[src/rtl/x7seg_pkg.sv]
// x7seg_pkg
// Shared definitions for seven-segment display logic. The same constants
// are used by the display encoder and by the capture block.
//   - SEG_0 .. SEG_F : active-low segment patterns, bit6 = a ... bit0 = g
//   - SEG_BLANK      : all segments off
//   - AN_DIG0..3     : one-hot-low digit enables, AN_DIG0 = least-significant digit
//   - AN_NONE        : no digit enabled
//   - x7seg_sample_t : one {an, a_to_g} observation of the display bus
package x7seg_pkg;

  localparam logic [6:0] SEG_0 = 7'h01;
  localparam logic [6:0] SEG_1 = 7'h4F;
  localparam logic [6:0] SEG_2 = 7'h12;
  localparam logic [6:0] SEG_3 = 7'h06;
  localparam logic [6:0] SEG_4 = 7'h4C;
  localparam logic [6:0] SEG_5 = 7'h24;
  localparam logic [6:0] SEG_6 = 7'h20;
  localparam logic [6:0] SEG_7 = 7'h0F;
  localparam logic [6:0] SEG_8 = 7'h00;
  localparam logic [6:0] SEG_9 = 7'h04;
  localparam logic [6:0] SEG_A = 7'h08;
  localparam logic [6:0] SEG_B = 7'h60;
  localparam logic [6:0] SEG_C = 7'h31;
  localparam logic [6:0] SEG_D = 7'h42;
  localparam logic [6:0] SEG_E = 7'h30;
  localparam logic [6:0] SEG_F = 7'h38;

  localparam logic [6:0] SEG_BLANK = 7'h7F;

  localparam logic [3:0] AN_DIG0 = 4'hE;
  localparam logic [3:0] AN_DIG1 = 4'hD;
  localparam logic [3:0] AN_DIG2 = 4'hB;
  localparam logic [3:0] AN_DIG3 = 4'h7;
  localparam logic [3:0] AN_NONE = 4'hF;

  typedef struct packed {
    logic [3:0] an;
    logic [6:0] seg;
  } x7seg_sample_t;

  localparam x7seg_sample_t IDLE_SAMPLE = '{an: AN_NONE, seg: SEG_BLANK};

  // True only for exactly one enable driven low; blank and multi-low scans
  // are not a digit.
  function automatic logic an_is_selected(input logic [3:0] an);
    return (an == AN_DIG0) || (an == AN_DIG1) || (an == AN_DIG2) || (an == AN_DIG3);
  endfunction

  // Digit position of a one-hot-low enable; only meaningful when selected.
  function automatic logic [1:0] an_position(input logic [3:0] an);
    logic [1:0] pos;
    pos = 2'd0;
    case (an)
      AN_DIG1: pos = 2'd1;
      AN_DIG2: pos = 2'd2;
      AN_DIG3: pos = 2'd3;
      default: pos = 2'd0;
    endcase
    return pos;
  endfunction

endpackage

[src/rtl/x7seg_capture_if.sv]
// x7seg_capture_if
// Bundles the observed display bus and the captured-word results.
//   a_to_g[6:0]  active-low segments (bit6 = a ... bit0 = g)
//   an[3:0]      active-low digit enables, an[0] = least-significant digit
//   err_clr      synchronous clear of err_sticky
//   value[15:0]  last complete captured hex word
//   frame_valid  one-cycle pulse when value updates
//   digit_err    one-cycle pulse when an undecodable pattern is accepted
//   err_sticky   latched error flag
// master: the side that drives the display bus (source / testbench)
// slave : the capture block
interface x7seg_capture_if;
  logic [6:0]  a_to_g;
  logic [3:0]  an;
  logic        err_clr;
  logic [15:0] value;
  logic        frame_valid;
  logic        digit_err;
  logic        err_sticky;

  modport master (
    output a_to_g, an, err_clr,
    input  value, frame_valid, digit_err, err_sticky
  );

  modport slave (
    input  a_to_g, an, err_clr,
    output value, frame_valid, digit_err, err_sticky
  );
endinterface

[src/rtl/x7seg_lut.sv]
// x7seg_lut
// Combinational reverse lookup from an active-low segment pattern to the
// hex nibble it displays.
//   pattern[6:0]  active-low segment pattern, bit6 = a ... bit0 = g
//   nibble[3:0]   decoded hex digit (0 when not valid)
//   valid         pattern is one of the 16 hex glyphs
module x7seg_lut
  import x7seg_pkg::*;
(
  input  logic [6:0] pattern,
  output logic [3:0] nibble,
  output logic       valid
);

  always_comb begin
    nibble = 4'h0;
    valid  = 1'b1;
    case (pattern)
      SEG_0:   nibble = 4'h0;
      SEG_1:   nibble = 4'h1;
      SEG_2:   nibble = 4'h2;
      SEG_3:   nibble = 4'h3;
      SEG_4:   nibble = 4'h4;
      SEG_5:   nibble = 4'h5;
      SEG_6:   nibble = 4'h6;
      SEG_7:   nibble = 4'h7;
      SEG_8:   nibble = 4'h8;
      SEG_9:   nibble = 4'h9;
      SEG_A:   nibble = 4'hA;
      SEG_B:   nibble = 4'hB;
      SEG_C:   nibble = 4'hC;
      SEG_D:   nibble = 4'hD;
      SEG_E:   nibble = 4'hE;
      SEG_F:   nibble = 4'hF;
      default: valid  = 1'b0;
    endcase
  end

endmodule

[src/rtl/x7seg_capture.sv]
// x7seg_capture
// Watches a multiplexed, active-low 4-digit seven-segment bus and rebuilds
// the 16-bit hex word being displayed.
//   clk   single clock, rising edge
//   rst   asynchronous active-high reset
//   bus   x7seg_capture_if.slave (a_to_g, an, err_clr in;
//         value, frame_valid, digit_err, err_sticky out)
// Parameter STABLE_CYCLES (2..255): identical consecutive samples needed
// before a digit is accepted.
// Macro X7SEG_SYNC_EN: when defined, a_to_g/an pass through a two-flop
// synchronizer ahead of the sample stage (for asynchronous sources, adds
// two cycles of latency). When undefined the sample stage is fed directly.
module x7seg_capture
  import x7seg_pkg::*;
#(
  parameter int STABLE_CYCLES = 4
) (
  input  logic           clk,
  input  logic           rst,
  x7seg_capture_if.slave bus
);

  localparam logic [7:0] STABLE_MAX = 8'(STABLE_CYCLES);

  x7seg_sample_t raw_in;
  x7seg_sample_t front;

  assign raw_in = '{an: bus.an, seg: bus.a_to_g};

`ifdef X7SEG_SYNC_EN
  x7seg_sample_t sync1_q, sync1_d;
  x7seg_sample_t sync2_q, sync2_d;

  always_comb begin
    sync1_d = raw_in;
    sync2_d = sync1_q;
  end

  always_ff @(posedge clk or posedge rst) begin
    if (rst) begin
      sync1_q <= IDLE_SAMPLE;
      sync2_q <= IDLE_SAMPLE;
    end else begin
      sync1_q <= sync1_d;
      sync2_q <= sync2_d;
    end
  end

  assign front = sync2_q;
`else
  assign front = raw_in;
`endif

  x7seg_sample_t samp_q, samp_d;
  x7seg_sample_t prev_q, prev_d;
  logic [7:0]    cnt_q, cnt_d;
  logic [15:0]   shadow_q, shadow_d;
  logic [3:0]    mask_q, mask_d;
  logic [15:0]   value_q, value_d;
  logic          frame_valid_q, frame_valid_d;
  logic          digit_err_q, digit_err_d;
  logic          err_sticky_q, err_sticky_d;

  logic          selected;
  logic          accept;
  logic [1:0]    pos;
  logic [3:0]    lut_nibble;
  logic          lut_valid;

  x7seg_lut u_lut (
    .pattern (samp_q.seg),
    .nibble  (lut_nibble),
    .valid   (lut_valid)
  );

  // The counter tracks how many consecutive samples (including samp_q)
  // carried the same selected {an, seg} pair. Acceptance fires on the one
  // transition into STABLE_MAX, so a digit held indefinitely is taken once.
  // A completed mask is flushed to value the cycle after it fills; the
  // flush uses the old shadow so a same-cycle write cannot leak into it.
  always_comb begin
    samp_d        = front;
    prev_d        = samp_q;
    selected      = an_is_selected(samp_q.an);
    pos           = an_position(samp_q.an);
    cnt_d         = 8'd0;
    shadow_d      = shadow_q;
    mask_d        = (mask_q == 4'hF) ? 4'h0 : mask_q;
    value_d       = value_q;
    frame_valid_d = (mask_q == 4'hF);
    digit_err_d   = 1'b0;

    if (selected) begin
      if ((samp_q == prev_q) && (cnt_q != 8'd0)) begin
        cnt_d = (cnt_q == STABLE_MAX) ? cnt_q : cnt_q + 8'd1;
      end else begin
        cnt_d = 8'd1;
      end
    end

    accept = (cnt_d == STABLE_MAX) && (cnt_q != STABLE_MAX);

    if (frame_valid_d) begin
      value_d = shadow_q;
    end

    if (accept) begin
      if (lut_valid) begin
        shadow_d[{pos, 2'b00} +: 4] = lut_nibble;
        mask_d[pos]                 = 1'b1;
      end else begin
        digit_err_d = 1'b1;
      end
    end

    // A new error outranks a simultaneous clear request.
    err_sticky_d = digit_err_d | (err_sticky_q & ~bus.err_clr);
  end

  always_ff @(posedge clk or posedge rst) begin
    if (rst) begin
      samp_q        <= IDLE_SAMPLE;
      prev_q        <= IDLE_SAMPLE;
      cnt_q         <= 8'd0;
      shadow_q      <= 16'h0000;
      mask_q        <= 4'h0;
      value_q       <= 16'h0000;
      frame_valid_q <= 1'b0;
      digit_err_q   <= 1'b0;
      err_sticky_q  <= 1'b0;
    end else begin
      samp_q        <= samp_d;
      prev_q        <= prev_d;
      cnt_q         <= cnt_d;
      shadow_q      <= shadow_d;
      mask_q        <= mask_d;
      value_q       <= value_d;
      frame_valid_q <= frame_valid_d;
      digit_err_q   <= digit_err_d;
      err_sticky_q  <= err_sticky_d;
    end
  end

  assign bus.value       = value_q;
  assign bus.frame_valid = frame_valid_q;
  assign bus.digit_err   = digit_err_q;
  assign bus.err_sticky  = err_sticky_q;

endmodule

[src/flat_wrapper.sv]
// flat-port wrapper written by rule: the top's interface ports become plain ports
module x7seg_capture_flat import x7seg_pkg::*;
#(
  parameter int STABLE_CYCLES = 4
)
  (clk, rst, bus_a_to_g, bus_an, bus_err_clr, bus_value, bus_frame_valid, bus_digit_err, bus_err_sticky);
  x7seg_capture_if bus_i ();
  input  logic clk;
  input  logic rst;
  input wire logic [$bits(bus_i.a_to_g)-1:0] bus_a_to_g;
  input wire logic [$bits(bus_i.an)-1:0] bus_an;
  input wire logic [$bits(bus_i.err_clr)-1:0] bus_err_clr;
  output wire logic [$bits(bus_i.value)-1:0] bus_value;
  output wire logic [$bits(bus_i.frame_valid)-1:0] bus_frame_valid;
  output wire logic [$bits(bus_i.digit_err)-1:0] bus_digit_err;
  output wire logic [$bits(bus_i.err_sticky)-1:0] bus_err_sticky;
  assign bus_i.a_to_g = bus_a_to_g;
  assign bus_i.an = bus_an;
  assign bus_i.err_clr = bus_err_clr;
  assign bus_value = bus_i.value;
  assign bus_frame_valid = bus_i.frame_valid;
  assign bus_digit_err = bus_i.digit_err;
  assign bus_err_sticky = bus_i.err_sticky;
  x7seg_capture #(.STABLE_CYCLES(STABLE_CYCLES)) u_core (.clk(clk), .rst(rst), .bus(bus_i));
endmodule
[config.mk]
export PLATFORM = sky130hd
export DESIGN_NAME = x7seg_capture_flat
export DESIGN_NICKNAME = d
export VERILOG_FILES = /design/src/rtl/x7seg_pkg.sv /design/src/rtl/x7seg_capture_if.sv /design/src/rtl/x7seg_lut.sv /design/src/rtl/x7seg_capture.sv /design/src/flat_wrapper.sv
export SDC_FILE = /design/constraint.sdc
export NUM_CORES = 1
export LEC_CHECK = 0
export BUFFER_PORTS_ARGS = -buffer_cell sky130_fd_sc_hd__buf_2
export CAP_MARGIN = 20
export CORE_MARGIN = 3
export CORE_UTILIZATION = 47
export DETAILED_ROUTE_END_ITERATION = 10
export GPL_TIMING_DRIVEN = 0
export PLACE_DENSITY = 0.66
export SYNTH_ARGS = -nofsm -noshare
export SYNTH_HDL_FRONTEND = slang
export SYNTH_SLANG_ARGS = --single-unit
export TNS_END_PERCENT = 10
[constraint.sdc]
create_clock -name clk -period 5.2 [get_ports clk]
set_input_delay 1.04 -clock clk [delete_from_list [all_inputs] [get_ports clk]]
set_output_delay 1.04 -clock clk [all_outputs]
set_load 0.01 [all_outputs]
==> impl_metrics.yaml, run 1 <==
cts:
  ctsHoldBuffers: 0
  cts_sinks: 69
  cts_buffers: 9
  clockBufferDepth: 2
  clkTransAtPathRegs_ns: 0.07
  htreeDepth: 3
  post_cts_resized: 0
  insertion_delay_ns: 0.34
  cts_setup_buffers: 0
  cts-root-buf: "clkbuf_8"
  tritoncts: "built"
critical_path:
  r2r-end: "u_core.shadow_q[8]"
  worstPathArrival_ns: 2.68
  critPathLaunchType: "flip-flop"
  worstSetupPathType: "reg -> reg"
  r2r_cells: 7
  critPathMaxFanout: 10
  r2r_slack_ns: 2.74
  required_ns: 5.42
  r2r-start: "u_core.prev_d[6]"
  end_kind: "flip-flop"
routing:
  drcViolationCount: 0
  routedWlPerCell_um: 13.0
  postRouteAntennaNets: 0
  vias: 2320
  drtPass1Iterations: 4
  routed_wl_um: 6030
  detail_route.iter0.violations: 54
  vias_per_cell: 4.99
synthesis:
  synth_top_family_by_area: "simple AND/OR/NAND/NOR gates"
  netlist_instances: 320
  async_flop_share_pct: 100
  synthSimpleGateAreaFrac_pct: 21.4
  yosys_warnings: 0
  ys_ff_latch: 69
  netlist.area_leader.share_pct: 34.3
  synth_compound_area_share_pct: 7.86
  synth_cell_types: 54
  synth-edff-count: 0
  syn-cell-area_um2: 3420
  synth_fp_nets: 343
  synth_area_leaders: "dfrtp_1 (34%), dfstp_2 (17%), mux2_4 (7.0%)"
  synth_area_leader_cell: "dfrtp_1"
  synth_fa_ha_area_share_pct: 3.29
  yosys_most_used_dff: "dfrtp_1"
  synthMuxAreaShare_pct: 7.60
  avgSynthCellArea_um2: 10.7
  ys_seq_area_share_pct: 51.2
  synthXorXnorAreaFrac_pct: 5.37
timing:
  setup_viol: 0
  holdWs_ns: 0.364
  skew_ns: 0.00798
  fmax_ghz: 0.406
  maxSlewViolCount: 0
  tightestPinTransition_ns: 0.842
  min_period_ns: 2.46
  setup_tns_ns: 0
  min_period_over_period_pct: 47.3
  hold_viol: 0
  max_slew_margin_pct: 43.5
  rsz0062_at_grt: "false"
final_layout:
  finalNetCount: 387
  final_core_util_pct: 56.7
  multi_input_area_um2: 1560
  fillers: 614
  layout.cells.non_filler: 465
  antenna_cells: 0
  final_layout_size_suffix_gt1_share_pct: 29.5
  synthToLayoutAreaGrowth_pct: 15.0
  seq_area_um2: 1750
floorplanning:
  die_width_um: 91.4
  io_pins: 33
  core_um2: 6940
  initial_core_util_pct: 49.3
  die_y_um: 91.4
  die_area_um2: 8350
  rows: 30
placed_design:
  gp_congestion: 0.898
  hpwlAfterDp_um: 4350
  dp_cells: 449
  port-buffer-count: 32
worst_hold_path:
  holdPathEnd: "u_core.prev_q[5]"
  hp-class: "reg -> reg"
  min-delay-start: "u_core.prev_d[5]"
  hold_depth: 0
grt:
  grt_pass1_vias: 2360
  antenna_found_initial: 0
  grt_max_degree: 36
  grt_pass1_wl_um: 10800
  grt_usage_pct: 16.1
  gr-total-overflow: 0
power:
  power.leakage_nw: 1.92
  ir_worst_vdd_mv: 0.143
  power.total_mw: 1.10
  powerDensity_nw_per_um2: 280
status:
  outcome: "complete, no violations"
job:
  cap_violations: 0
## cell usage in the layout (no fill, tap or decap), types with 2 or more instances in the layout
cell type / Yosys / layout
a21oi_1: 5 / 5
and2_1: 2 / 2
and3_1: 5 / 5
buf_2: 6 / 38
bufinv_16: 0 / 2
clkbuf_1: 4 / 4
clkbuf_8: 0 / 9
clkinv_1: 1 / 3
clkinv_4: 0 / 2
dfrtp_1: 47 / 47
dfstp_2: 22 / 22
ha_1: 9 / 9
inv_1: 11 / 10
mux2_4: 16 / 16
mux2i_1: 2 / 2
nand2_1: 63 / 63
nand2b_1: 2 / 2
nand3_1: 5 / 5
nand4_1: 8 / 8
nor2_1: 31 / 31
nor2b_1: 3 / 3
nor3_1: 8 / 8
nor3b_1: 3 / 3
nor4_1: 4 / 4
o211ai_4: 4 / 4
o21ai_0: 8 / 8
or2_2: 2 / 2
xnor2_1: 10 / 10
xor2_1: 11 / 11
## cell usage after synthesis, types with 3 or more instances
master    number
nand2_1       63
dfrtp_1       47
nor2_1        31
dfstp_2       22
mux2_4        16
inv_1         11
xor2_1        11
xnor2_1       10
ha_1           9
nand4_1        8
nor3_1         8
o21ai_0        8
buf_2          6
a21oi_1        5
and3_1         5
nand3_1        5
clkbuf_1       4
nor4_1         4
o211ai_4       4
nor2b_1        3
nor3b_1        3
## routing by layer
layer | share of wire, % | up-vias | global-route usage, %
met5 | 0 | - | 0
met4 | 1.4 | 0 | 6.91
met3 | 4.0 | 6 | 4.47
met2 | 46 | 48 | 25.0
met1 | 49 | 1089 | 21.1
li1 | - | 1177 | -
## logic make-up (layout without fill, tap and decap cells)
logic type,after synthesis,count (layout)
simple gates,147,147
flops,69,69
compound gates,31,31
buf+inv,25,74
xor+xnor,21,21
mux,18,18
fa+ha+maj,9,9
## sequential cells by signal (all words and copies together) (netlist names)
signal	count
u_core.mask_q	4
u_core.bus.frame_valid	1
u_core.prev_d	11
u_core.bus.value	16
u_core.prev_q	11
u_core.cnt_q	8
u_core.shadow_q	16
u_core.bus.err_sticky	1
u_core.bus.digit_err	1
## report_power, final
group / internal, mW / leakage (nW) / switching (mW)
registers: 0.553 / 0.887 / 0.00945
clock network: 0.267 / 0.108 / 0.200
logic: 0.0287 / 0.924 / 0.0460
total: 0.849 / 1.92 / 0.256
## how the worst max path moves through the flow
stage	to	startpoint	slack (ns)	cells after the start
after floorplan	u_core.bus.digit_err	rst	2.46	1
after global placement	u_core.bus.value[4]	rst	1.68	2
after CTS	u_core.shadow_q[8]	u_core.prev_d[1]	2.75	7
after global routing	u_core.shadow_q[8]	u_core.prev_d[6]	2.68	7
final	u_core.shadow_q[8]	u_core.prev_d[6]	2.74	7
after detailed placement	u_core.shadow_q[1]	u_core.prev_d[1]	2.77	7
## layout make-up
| type | count | area share (%) |
|---|---|---|
| Timing Repair Buffer | 33 | 4.57 |
| Clock inverter | 7 | 2.29 |
| Sequential cell | 69 | 44.5 |
| Tap cell | 96 | 3.05 |
| Multi-Input combinational cell | 226 | 39.5 |
| Buffer | 13 | 1.72 |
| Inverter | 12 | 1.14 |
| Clock buffer | 9 | 3.14 |
## stage by stage
stage / cell area (µm²) / setup WS, ns
6_report: 3940 / 2.74
5_1_grt: 3940 / 2.68
4_1_cts: 3940 / 2.75
3_5_place_dp: 3720 / 2.77
3_3_place_gp: 3700 / 1.68
2_1_floorplan: 3420 / 2.46
## critical path, stage by stage (launching register included)
cell and delay, ns:
dfstp_2 0.59, buf_2 0.24, xor2_1 0.11, a22oi_1 0.18, nor3_1 0.09, a311oi_1 0.71
nor2_1 0.12, mux2_4 0.30
No activity file was read; power rests on OpenSTA's default activity.
==> run 2, diff against run 1 <==
==> constraint.sdc (replaced) <==
create_clock -name clk -period 2.27 [get_ports clk]
set_input_delay 0.454 -clock clk [delete_from_list [all_inputs] [get_ports clk]]
set_output_delay 0.454 -clock clk [all_outputs]
set_load 0.01 [all_outputs]
==> run 2 against run 1 <==
Sequential share of layout area is 1.9 points lower. Critical path type unchanged. Non-clock buffer count rose by 10. Via count rose by 1.9%. Combinational power increased to 2.7 times the previous value. Design area increased by 4.4%. Clock skew barely moved. Clock power rose by 130%. Cell count is 2.2% higher. Largest power group unchanged. Worst hold slack worse by 0.15 ns. Utilization up 2.5 points. Sequential cell count is the same.
==> impl_metrics.yaml, run 2 (synthesis gave the netlist of run 1 again) <==
timing:
  min_period_over_period_pct: 96.8
  fmax_ghz: 0.455
  tightestPinTransition_ns: 0.747
  maxSlewViolCount: 0
  skew_ns: 0.00768
  hold_viol: 0
  setup_tns_ns: 0
  min_period_ns: 2.20
  setup_viol: 0
  max_slew_margin_pct: 50.1
grt:
  gr-total-overflow: 0
  grt_util_met3_pct: 4.47
  grt_max_degree: 36
  grt_pass1_wl_um: 10900
  antenna_found_initial: 0
  grt_pass1_vias: 2352
  globalRouteMet2Util_pct: 25.1
  top_usage_layer: "met2"
  grt_usage_pct: 16.2
  met1_usage_pct: 21.5
routing:
  routed_wl_um: 6260
  drtPass1Iterations: 4
  postRouteAntennaNets: 0
  routedWlPerCell_um: 13.2
  drcViolationCount: 0
  vias_per_cell: 4.97
  vias: 2363
  detail_route.iter0.violations: 63
floorplanning:
  die_width_um: 91.4
  die_area_um2: 8350
  io_pins: 33
  die_y_um: 91.4
  core_um2: 6940
  rows: 30
  initial_core_util_pct: 49.3
critical_path:
  worstPathArrival_ns: 2.42
  cp_top_family: "compound AO/OA/AOI/OAI gates"
  critPathLaunchType: "flip-flop"
  cpMaxStageDelayCell: "dfstp_2"
  required_ns: 2.49
  critPathMaxFanout: 10
  end_kind: "flip-flop"
  critPathMaxStageDelay_ns: 0.59
  path_buf_inv: 1
  worstSetupPathType: "reg -> reg"
  path_cells: "buf_4, xor2_1, a22oi_1, nor3_1, a311oi_2, nor2_1, mux2_4"
cts:
  clkTransAtPathRegs_ns: 0.07
  clockBufferDepth: 2
  cts_sinks: 69
  cts_buffers: 9
  htreeDepth: 3
  insertion_delay_ns: 0.34
  tritoncts: "built"
  cts-root-buf: "clkbuf_8"
placed_design:
  port-buffer-count: 32
  hpwlAfterDp_um: 4350
  gp_congestion: 0.898
  dp_cells: 449
final_layout:
  final_layout_size_suffix_gt1_share_pct: 34.3
  final_common_cell: "nand2_1"
  finalNetCount: 397
  fillers: 593
  antenna_cells: 0
  layout.cells.non_filler: 475
  most-common-layout-cells: "nand2_1 (63), dfrtp_1 (46), buf_2 (33)"
  synthToLayoutAreaGrowth_pct: 20.1
worst_hold_path:
  hp-class: "in -> reg"
status:
  outcome: "complete, no violations"
power:
  p_sw_share_pct: 23.4
  ir_worst_vdd_mv: 0.323
  clockPowerShare_pct: 41.9
  total_switching_power_mw: 0.600
  powerDensity_nw_per_um2: 624
  p_int_mw: 1.97
  power.total_mw: 2.57
  pwr-share-seq_pct: 50.2
  combPwrFrac_pct: 7.9
  power.leakage_nw: 1.99
job:
  cap_violations: 0
==> run 2: power groups by stage <==
stage	combinational, mW	sequential [mW]	clock, mW
floorplan	0.129	1.30	0
detailed placement	0.173	1.31	0
CTS	0.178	1.29	1.11
global placement	0.165	1.31	0
finish	0.202	1.29	1.08
global route	0.224	1.29	1.16
==> run 2: stage by stage <==
stage	setup slack, ns	hold slack (ns)	util [%]	cell area, µm²
2_1_floorplan	0.0892	0.352	-	3420
3_3_place_gp	-0.667	0.353	53.4	3700
3_5_place_dp	-0.159	0.355	53.6	3720
4_1_cts	0.00344	0.185	57.3	3980
5_1_grt	-0.00895	0.182	59.2	4110
6_report	0.0728	0.209	59.2	4110
==> run 2: per-layer routing <==
layer  vias up  routed length, µm
li1       1191                  -
met1      1115               3010
met2        51               2940
met3         6                234
met4         0                 83
met5         -                  0
==> run 2: cell type report <==
class	count	area, µm²	area share [%]
multi-input combinational	226	1620	39.4
buffer	13	91.3	2.22
inverter	12	45.0	1.10
sequential	69	1760	42.7
tap	96	120	2.92
clock inverter	7	90.1	2.19
clock buffer	9	124	3.01
timing repair buffer	43	268	6.51
==> run 2: worst register-to-register path, stage by stage, from the launching register on <==
cell      delay [ns]
dfstp_2         0.59
buf_4           0.19
xor2_1          0.11
a22oi_1         0.20
nor3_1          0.11
a311oi_2        0.48
nor2_1          0.12
mux2_4          0.29
==> run 2: what timing repair did <==
action,in CTS,in global routing
hold buffers,0,0
pin swaps,3,10
gates resized for setup,9,16
buffers inserted,2,8
setup endpoints to repair,17,19
==> run 2: worst paths after layout <==
check                                       from                  end  slack, ns  cells after the start
worst max-delay path            u_core.prev_d[6]   u_core.shadow_q[8]       0.07                      7
worst min-delay path               bus_a_to_g[1]     u_core.prev_d[1]       0.21                      1
worst max register to register  u_core.prev_d[6]   u_core.shadow_q[8]       0.07                      7
worst min register to register  u_core.prev_d[5]     u_core.prev_q[5]       0.37                      0
max in group asynchronous                    rst     u_core.prev_d[6]       1.33                      3
min in group asynchronous                    rst  u_core.bus.value[2]       0.24                      2
